$ cat src/rtl/trace_drain.sv
// trace_drain: read-side companion to the trace buffer.
// Pops one trace element at a time with a single-cycle data_request pulse,
// captures it and streams it out as a byte frame over a valid/ready link:
//   HEADER_BYTE, payload bytes LSB-first, optional XOR checksum byte.
// The next element is requested only after the current frame has drained.
//
// Build option: define TRACE_DRAIN_CHECKSUM_EN to append the checksum byte.
//
// Ports:
//   clk, rst          clock (posedge), asynchronous active-high reset
//   enable            allows new requests (sampled in idle only)
//   data_present      buffer holds at least one element
//   data_request      one-cycle pop pulse to the buffer
//   trace_element_in  element returned by the buffer
//   tx_valid/tx_data/tx_last/tx_ready  byte stream to the debug transport
//   frames_sent       completed frame count, wraps
//   busy              not idle
//
// TRACE_WIDTH should be set to the trace buffer's element width when
// instantiated.
module trace_drain #(
  parameter int unsigned TRACE_WIDTH = 32,
  parameter logic [7:0]  HEADER_BYTE = 8'hA5
) (
  input  logic                   clk,
  input  logic                   rst,
  input  logic                   enable,
  input  logic                   data_present,
  output logic                   data_request,
  input  logic [TRACE_WIDTH-1:0] trace_element_in,
  output logic                   tx_valid,
  output logic [7:0]             tx_data,
  output logic                   tx_last,
  input  logic                   tx_ready,
  output logic [15:0]            frames_sent,
  output logic                   busy
);

  localparam int unsigned NBYTES = (TRACE_WIDTH + 7) / 8;
  localparam int unsigned SH_W   = NBYTES * 8;
  localparam int unsigned IDX_W  = (NBYTES > 1) ? $clog2(NBYTES) : 1;
  localparam logic [IDX_W-1:0] LAST_IDX = IDX_W'(NBYTES - 1);

  typedef enum logic [2:0] {
    S_IDLE,
    S_REQ,
    S_WAIT,
    S_HEADER,
    S_PAYLOAD
`ifdef TRACE_DRAIN_CHECKSUM_EN
    , S_CSUM
`endif
  } state_t;

  state_t            state_q, state_d;
  logic [SH_W-1:0]   shift_q, shift_d;
  logic [IDX_W-1:0]  idx_q, idx_d;
  logic [15:0]       frames_sent_q, frames_sent_d;
`ifdef TRACE_DRAIN_CHECKSUM_EN
  logic [7:0]        csum_q, csum_d;
`endif

  always_ff @(posedge clk or posedge rst) begin
    if (rst) begin
      state_q       <= S_IDLE;
      shift_q       <= '0;
      idx_q         <= '0;
      frames_sent_q <= '0;
`ifdef TRACE_DRAIN_CHECKSUM_EN
      csum_q        <= '0;
`endif
    end else begin
      state_q       <= state_d;
      shift_q       <= shift_d;
      idx_q         <= idx_d;
      frames_sent_q <= frames_sent_d;
`ifdef TRACE_DRAIN_CHECKSUM_EN
      csum_q        <= csum_d;
`endif
    end
  end

  // Outputs decode from the registered state only, so an asynchronous reset
  // clears them at once and they cannot change while a byte is stalled.
  always_comb begin
    state_d       = state_q;
    shift_d       = shift_q;
    idx_d         = idx_q;
    frames_sent_d = frames_sent_q;
`ifdef TRACE_DRAIN_CHECKSUM_EN
    csum_d        = csum_q;
`endif
    data_request  = 1'b0;
    tx_valid      = 1'b0;
    tx_data       = '0;
    tx_last       = 1'b0;

    unique case (state_q)
      S_IDLE: begin
        if (enable && data_present) state_d = S_REQ;
      end
      S_REQ: begin
        data_request = 1'b1;
        state_d      = S_WAIT;
      end
      S_WAIT: begin
        // Captured unconditionally: data_present may already have dropped
        // after the buffer popped its last element.
        shift_d = SH_W'(trace_element_in);
        idx_d   = '0;
`ifdef TRACE_DRAIN_CHECKSUM_EN
        csum_d  = '0;
`endif
        state_d = S_HEADER;
      end
      S_HEADER: begin
        tx_valid = 1'b1;
        tx_data  = HEADER_BYTE;
        if (tx_ready) state_d = S_PAYLOAD;
      end
      S_PAYLOAD: begin
        // The element is shifted right one byte per handshake, so the low
        // byte of the shift register is always byte[idx].
        tx_valid = 1'b1;
        tx_data  = shift_q[7:0];
`ifndef TRACE_DRAIN_CHECKSUM_EN
        tx_last  = (idx_q == LAST_IDX);
`endif
        if (tx_ready) begin
          shift_d = shift_q >> 8;
          idx_d   = idx_q + 1'b1;
`ifdef TRACE_DRAIN_CHECKSUM_EN
          csum_d  = csum_q ^ shift_q[7:0];
`endif
          if (idx_q == LAST_IDX) begin
`ifdef TRACE_DRAIN_CHECKSUM_EN
            state_d = S_CSUM;
`else
            state_d       = S_IDLE;
            frames_sent_d = frames_sent_q + 16'd1;
`endif
          end
        end
      end
`ifdef TRACE_DRAIN_CHECKSUM_EN
      S_CSUM: begin
        tx_valid = 1'b1;
        tx_data  = csum_q;
        tx_last  = 1'b1;
        if (tx_ready) begin
          state_d       = S_IDLE;
          frames_sent_d = frames_sent_q + 16'd1;
        end
      end
`endif
      default: state_d = S_IDLE;
    endcase
  end

  assign frames_sent = frames_sent_q;
  assign busy        = (state_q != S_IDLE);

endmodule

$ cat config.mk
export PLATFORM = sky130hd
export DESIGN_NAME = trace_drain
export DESIGN_NICKNAME = d
export VERILOG_FILES = /design/src/rtl/trace_drain.sv
export SDC_FILE = /design/constraint.sdc
export NUM_CORES = 1
export LEC_CHECK = 0
export CORE_MARGIN = 2
export CORE_UTILIZATION = 54
export CTS_BUF_LIST = sky130_fd_sc_hd__clkbuf_8
export CTS_CLUSTER_SIZE = 16
export DETAILED_ROUTE_END_ITERATION = 8
export GPL_TIMING_DRIVEN = 0
export PLACE_DENSITY = 0.88
export REMOVE_ABC_BUFFERS = 1
export SYNTH_ARGS = -nofsm -noshare
export SYNTH_HDL_FRONTEND = slang
export SYNTH_SLANG_ARGS = --single-unit
$ cat constraint.sdc
create_clock -name clk -period 4.3 [get_ports clk]
set_input_delay 0.86 -clock clk [delete_from_list [all_inputs] [get_ports clk]]
set_output_delay 0.86 -clock clk [all_outputs]
set_load 0.01 [all_outputs]
=== After elaboration in Yosys (flattened, before gate mapping) ===
Cells that the tools add are included.

* Register bits after elaboration: 53
* Latch bits: 0
* Bits in writable memories: 0
* ROM bits: 0
* Bits of input ports: 37
* Output and inout bits: 28
* Memories: 0

* Add/sub/neg operators: 2
* $mul: 0
* Divide/modulo/power cells: 0
* Order comparisons: 0
* Equality and inequality tests: 9
* Shifts and indexed selects: 0
* Muxes and demuxes: 13
* Bitwise operators: 0
* Reduce and logical (&&, ||, !) cells: 8

{| class="wikitable"
|+ Operator list
! operator !! number
|-
| $pmux W32 S2 || 1
|-
| $mux W32 || 1
|-
| $add A16 B1 Y16 const B || 1
|-
| $pmux W8 S2 || 1
|-
| $pmux W3 S5 || 1
|-
| $mux W3 || 4
|-
| $ne A2 B2 Y1 const B || 4
|-
| $eq A3 B2 Y1 const B || 2
|-
| $pmux W2 S2 || 1
|-
| $reduce_and A4 Y1 || 1
|-
| $eq A3 B1 Y1 const B || 1
|-
| $eq A3 B3 Y1 const B || 1
|-
| $logic_not A3 Y1 || 1
|-
| $mux W1 || 3
|-
| $reduce_and A3 Y1 || 1
|-
| $reduce_bool A3 Y1 || 1
|-
| $add A2 B1 Y2 const B || 1
|-
| $eq A2 B2 Y1 const B || 1
|-
| $mux W2 || 1
|-
| $reduce_and A2 Y1 || 1
|-
| $reduce_bool A2 Y1 || 1
|-
| $reduce_or A2 Y1 || 1
|-
| $logic_and A1 B1 Y1 || 1
|}

=== Longest topological paths before layout ===
* Depth after elaboration: 4
* Depth in mapped cells: 7

=== Least setup slack after synthesis ===
Ideal clock, no wire load.

* Path type: register -> output
* From: reg state_q[1]
* To: out tx_data[2]
* Arrival time: 1.535 ns
* Data required time: 3.440 ns
* Slack: 1.905 ns
* Cell stages (with the launch flop): 5
* Buffers on the path: 2
* Path through: dfrtp_1 -> buf_4 -> nor3b_2 -> clkbuf_1 -> a21o_1

* Longest elaborated chain between the ends: 2

{| class="wikitable"
|+ Ends and longest elaborated chain
! item !! line !! source
|-
| start: declaration || 55 || <nowiki>state_t state_q, state_d;</nowiki>
|-
| start signal: assignment || 73 || <nowiki>state_q <= state_d;</nowiki>
|-
| $eq A3 B3 Y1 / $eq A3 B2 Y1 (equally long branches) || 98 || <nowiki>unique case (state_q)</nowiki>
|-
| $pmux W8 S2 (*) || 98 ||
|-
| end: declaration || 32 || <nowiki>output logic [7:0] tx_data,</nowiki>
|}

Mark *: on every way between the ends. The rest lies on a longest branch, timed or not.

=== Final worst setup path ===
* From: reg state_q[0]
* To: out tx_data[2]

The elaborated chain is that of the path after synthesis.

==> metrics.cfg <==
[yosys]
yosys-top-cells-area=dfrtp_1 (54%), mux2i_1 (9.8%), nand2_1 (6.0%)
syn_area_mm2=0.00246
yosys_most_used_dff=dfrtp_1
netlist_instances=232
ys_async_sr_fraction_pct=100
yosys_register_bits=53
synth_cell_types=35
ys_seq_area_share_pct=54.0
synth-edff-count=0
synth_area_leader_cell=dfrtp_1
synthDominantCellAreaShare_pct=54.0
yosysMostFrequentCell=dfrtp_1
yosys-top-cells-count=dfrtp_1 (53), nand2_1 (39), o21ai_0 (25), mux2i_1 (24)
syn_area_per_cell_um2=10.6
yosysWarnings=0

[finish]
syn2layout_area_growth_pct=32.8
fin_nets=331
drive_gt1_share_pct=5.12
diodes=0

[sta]
min_period_ns=3.09
fin_tns_setup_ns=0
skew_ns=0.00634
tightest_slew_ns=0.933
setup_viol=0
hold_violations=0
rsz0062_at_grt=false
report.final.slew_viol_count=0
max_slew_margin_pct=37.8
fmax_ghz=0.324
final.setup.worst_slack_ns=1.21
post-route-period-util_pct=71.8

[route]
drc=0
drt_wl_total_mm=5.00
ant_nets=0
drtIter0Drc=75
firstDrtPassIters=4
vias=1865
via_per_inst=5.41
wl_per_cell_um=14.5

[setup_path]
path_delay_family=buffers and inverters
critPathLaunch=state_q[0]
end_kind=primary output
worstPathMaxFanout=19
critPathLaunchType=flop
r2r_end=frames_sent[12]
required_ns=3.44
timing.reg2reg.setup_slack_ns=1.76
slowest_stage=clkdlybuf4s50_1
critical_path_class=flop to primary output
path_buf_inv=2
r2r_start=state_q[0]
max_stage_delay_ns=0.53
cp.arrival_ns=2.23
worst_r2r_path_depth=4
crit_chain=nor3b_4 -> buf_16 -> a21o_1 -> clkdlybuf4s50_1

[grt]
antenna_found_initial=0
grt_pass1_vias=1800
grt_overflow_total=0
grt_pass1_wl_mm=8.42
grt_max_degree=33
grtUsageTotal_pct=21.3

[power_and_ir_drop]
pwr-share-clk_pct=15.7
p_int_mw=1.11
combPwrFrac_pct=37.9
ir_drop_uv=264
seqPwrFrac_pct=46.4
swShare_pct=34.8
switchingPower_uw=592
leakage_nw=1.54
p_per_area_mw_per_mm2=521

[run_status]
status=finished, final reports clean

[clocking]
clk-insertion-delay-late_ns=0.31
cts.repair.resized=0
clock_path_buffers=2
clk_pin_slew_worst_paths_ns=0.09
cts_tree=done
post_cts_buffers=0
cts_hold_buf=0
cts-buffers-inserted=5
cts_root_buffer=clkbuf_8
htreeDepth=2
cts_sinks=53

[floorplanning]
pin_count=65
dieArea_mm2=0.00511
dieHeight_um=71.5
die_w_um=71.5
rows=24
initial_core_util_pct=56.1
core_area_mm2=0.00438

[place]
dpl_worst_slack_ns=1.48
port_buffers=64
hpwl_mm=3.57
place_congestion=0.779

[min_path]
min-delay-path-class=flop to flop
hold_end=frames_sent[15]
worstHoldStart=frames_sent[15]
whs_path_depth=1

[flow_run]
drv_cap=0

==> area by class of cell <==
| class | count | area (um^2) |
|---|---|---|
| repair buffers | 67 | 716 |
| fillers | 309 | 1120 |
| clock inverters | 3 | 11.3 |
| multi-input cells | 162 | 1060 |
| inverters | 3 | 11.3 |
| clock buffers | 5 | 68.8 |
| flip-flops and latches | 53 | 1330 |
| well taps | 52 | 65.1 |
==> kinds of logic after synthesis <==
family | Yosys count | synth area share, %
xor+xnor | 15 | 5.35
compound gates | 42 | 10.3
buf+inv | 17 | 3.41
flops | 53 | 54.0
simple gates | 79 | 16.1
mux | 24 | 9.78
fa+ha+maj | 2 | 1.02
==> metrics by stage <==
step	cells	hold slack, ns	util (%)	power (mW)	cell area, um^2
floorplan	218	0.442	-	1.16	2380
finish	345	0.468	74.4	1.70	3260
global placement	334	0.453	70.5	1.36	3090
detailed placement	337	0.458	72.6	1.44	3180
global route	345	0.479	74.4	1.82	3260
CTS	345	0.473	74.4	1.70	3260
==> power groups by stage <==
stage          Clock (mW)  Sequential (mW)  Combinational [mW]
2_1_floorplan           0            0.758               0.397
3_3_place_gp            0            0.781               0.581
3_5_place_dp            0            0.797               0.647
4_1_cts             0.267            0.788               0.649
5_1_grt             0.288            0.811               0.721
6_report            0.267            0.789               0.644
==> metal layers <==
layer	routed length, um	track usage (%)
met1	2240	28.6
met2	2520	34.9
met3	177	5.34
met4	68	5.66
met5	0	0
==> flip-flops by register name (all words and copies together) (netlist names) <==
name,flops
frames_sent,16
idx_q,2
shift_q,32
state_q,3
==> cells in the final DEF (no fill, tap or decap), types with 2 or more instances in the layout <==
| master | Yosys | routed |
|---|---|---|
| nor4_1 | 2 | 2 |
| clkbuf_8 | 0 | 5 |
| o21ai_0 | 25 | 25 |
| nand3_1 | 8 | 8 |
| ha_1 | 2 | 2 |
| nand4_1 | 3 | 3 |
| buf_16 | 0 | 2 |
| nand2_1 | 39 | 39 |
| dfrtp_1 | 53 | 53 |
| a22o_1 | 8 | 8 |
| and2_1 | 5 | 5 |
| mux2i_1 | 24 | 24 |
| a21o_1 | 4 | 4 |
| clkdlybuf4s50_1 | 0 | 64 |
| xnor2_1 | 9 | 9 |
| a21oi_1 | 3 | 2 |
| xor2_1 | 6 | 6 |
| inv_1 | 3 | 5 |
| nor2_1 | 9 | 9 |
==> how the worst max path moves through the flow <==
stage,to,slack [ns],cells past startpoint
finish,tx_data[2],1.21,4
global route,tx_data[4],1.14,4
CTS,tx_data[2],1.23,4
detailed placement,frames_sent[12],1.48,5
global placement,shift_q[18],-0.27,3
floorplan,shift_q[0],1.19,2
(Power assumes the default switching activity.)
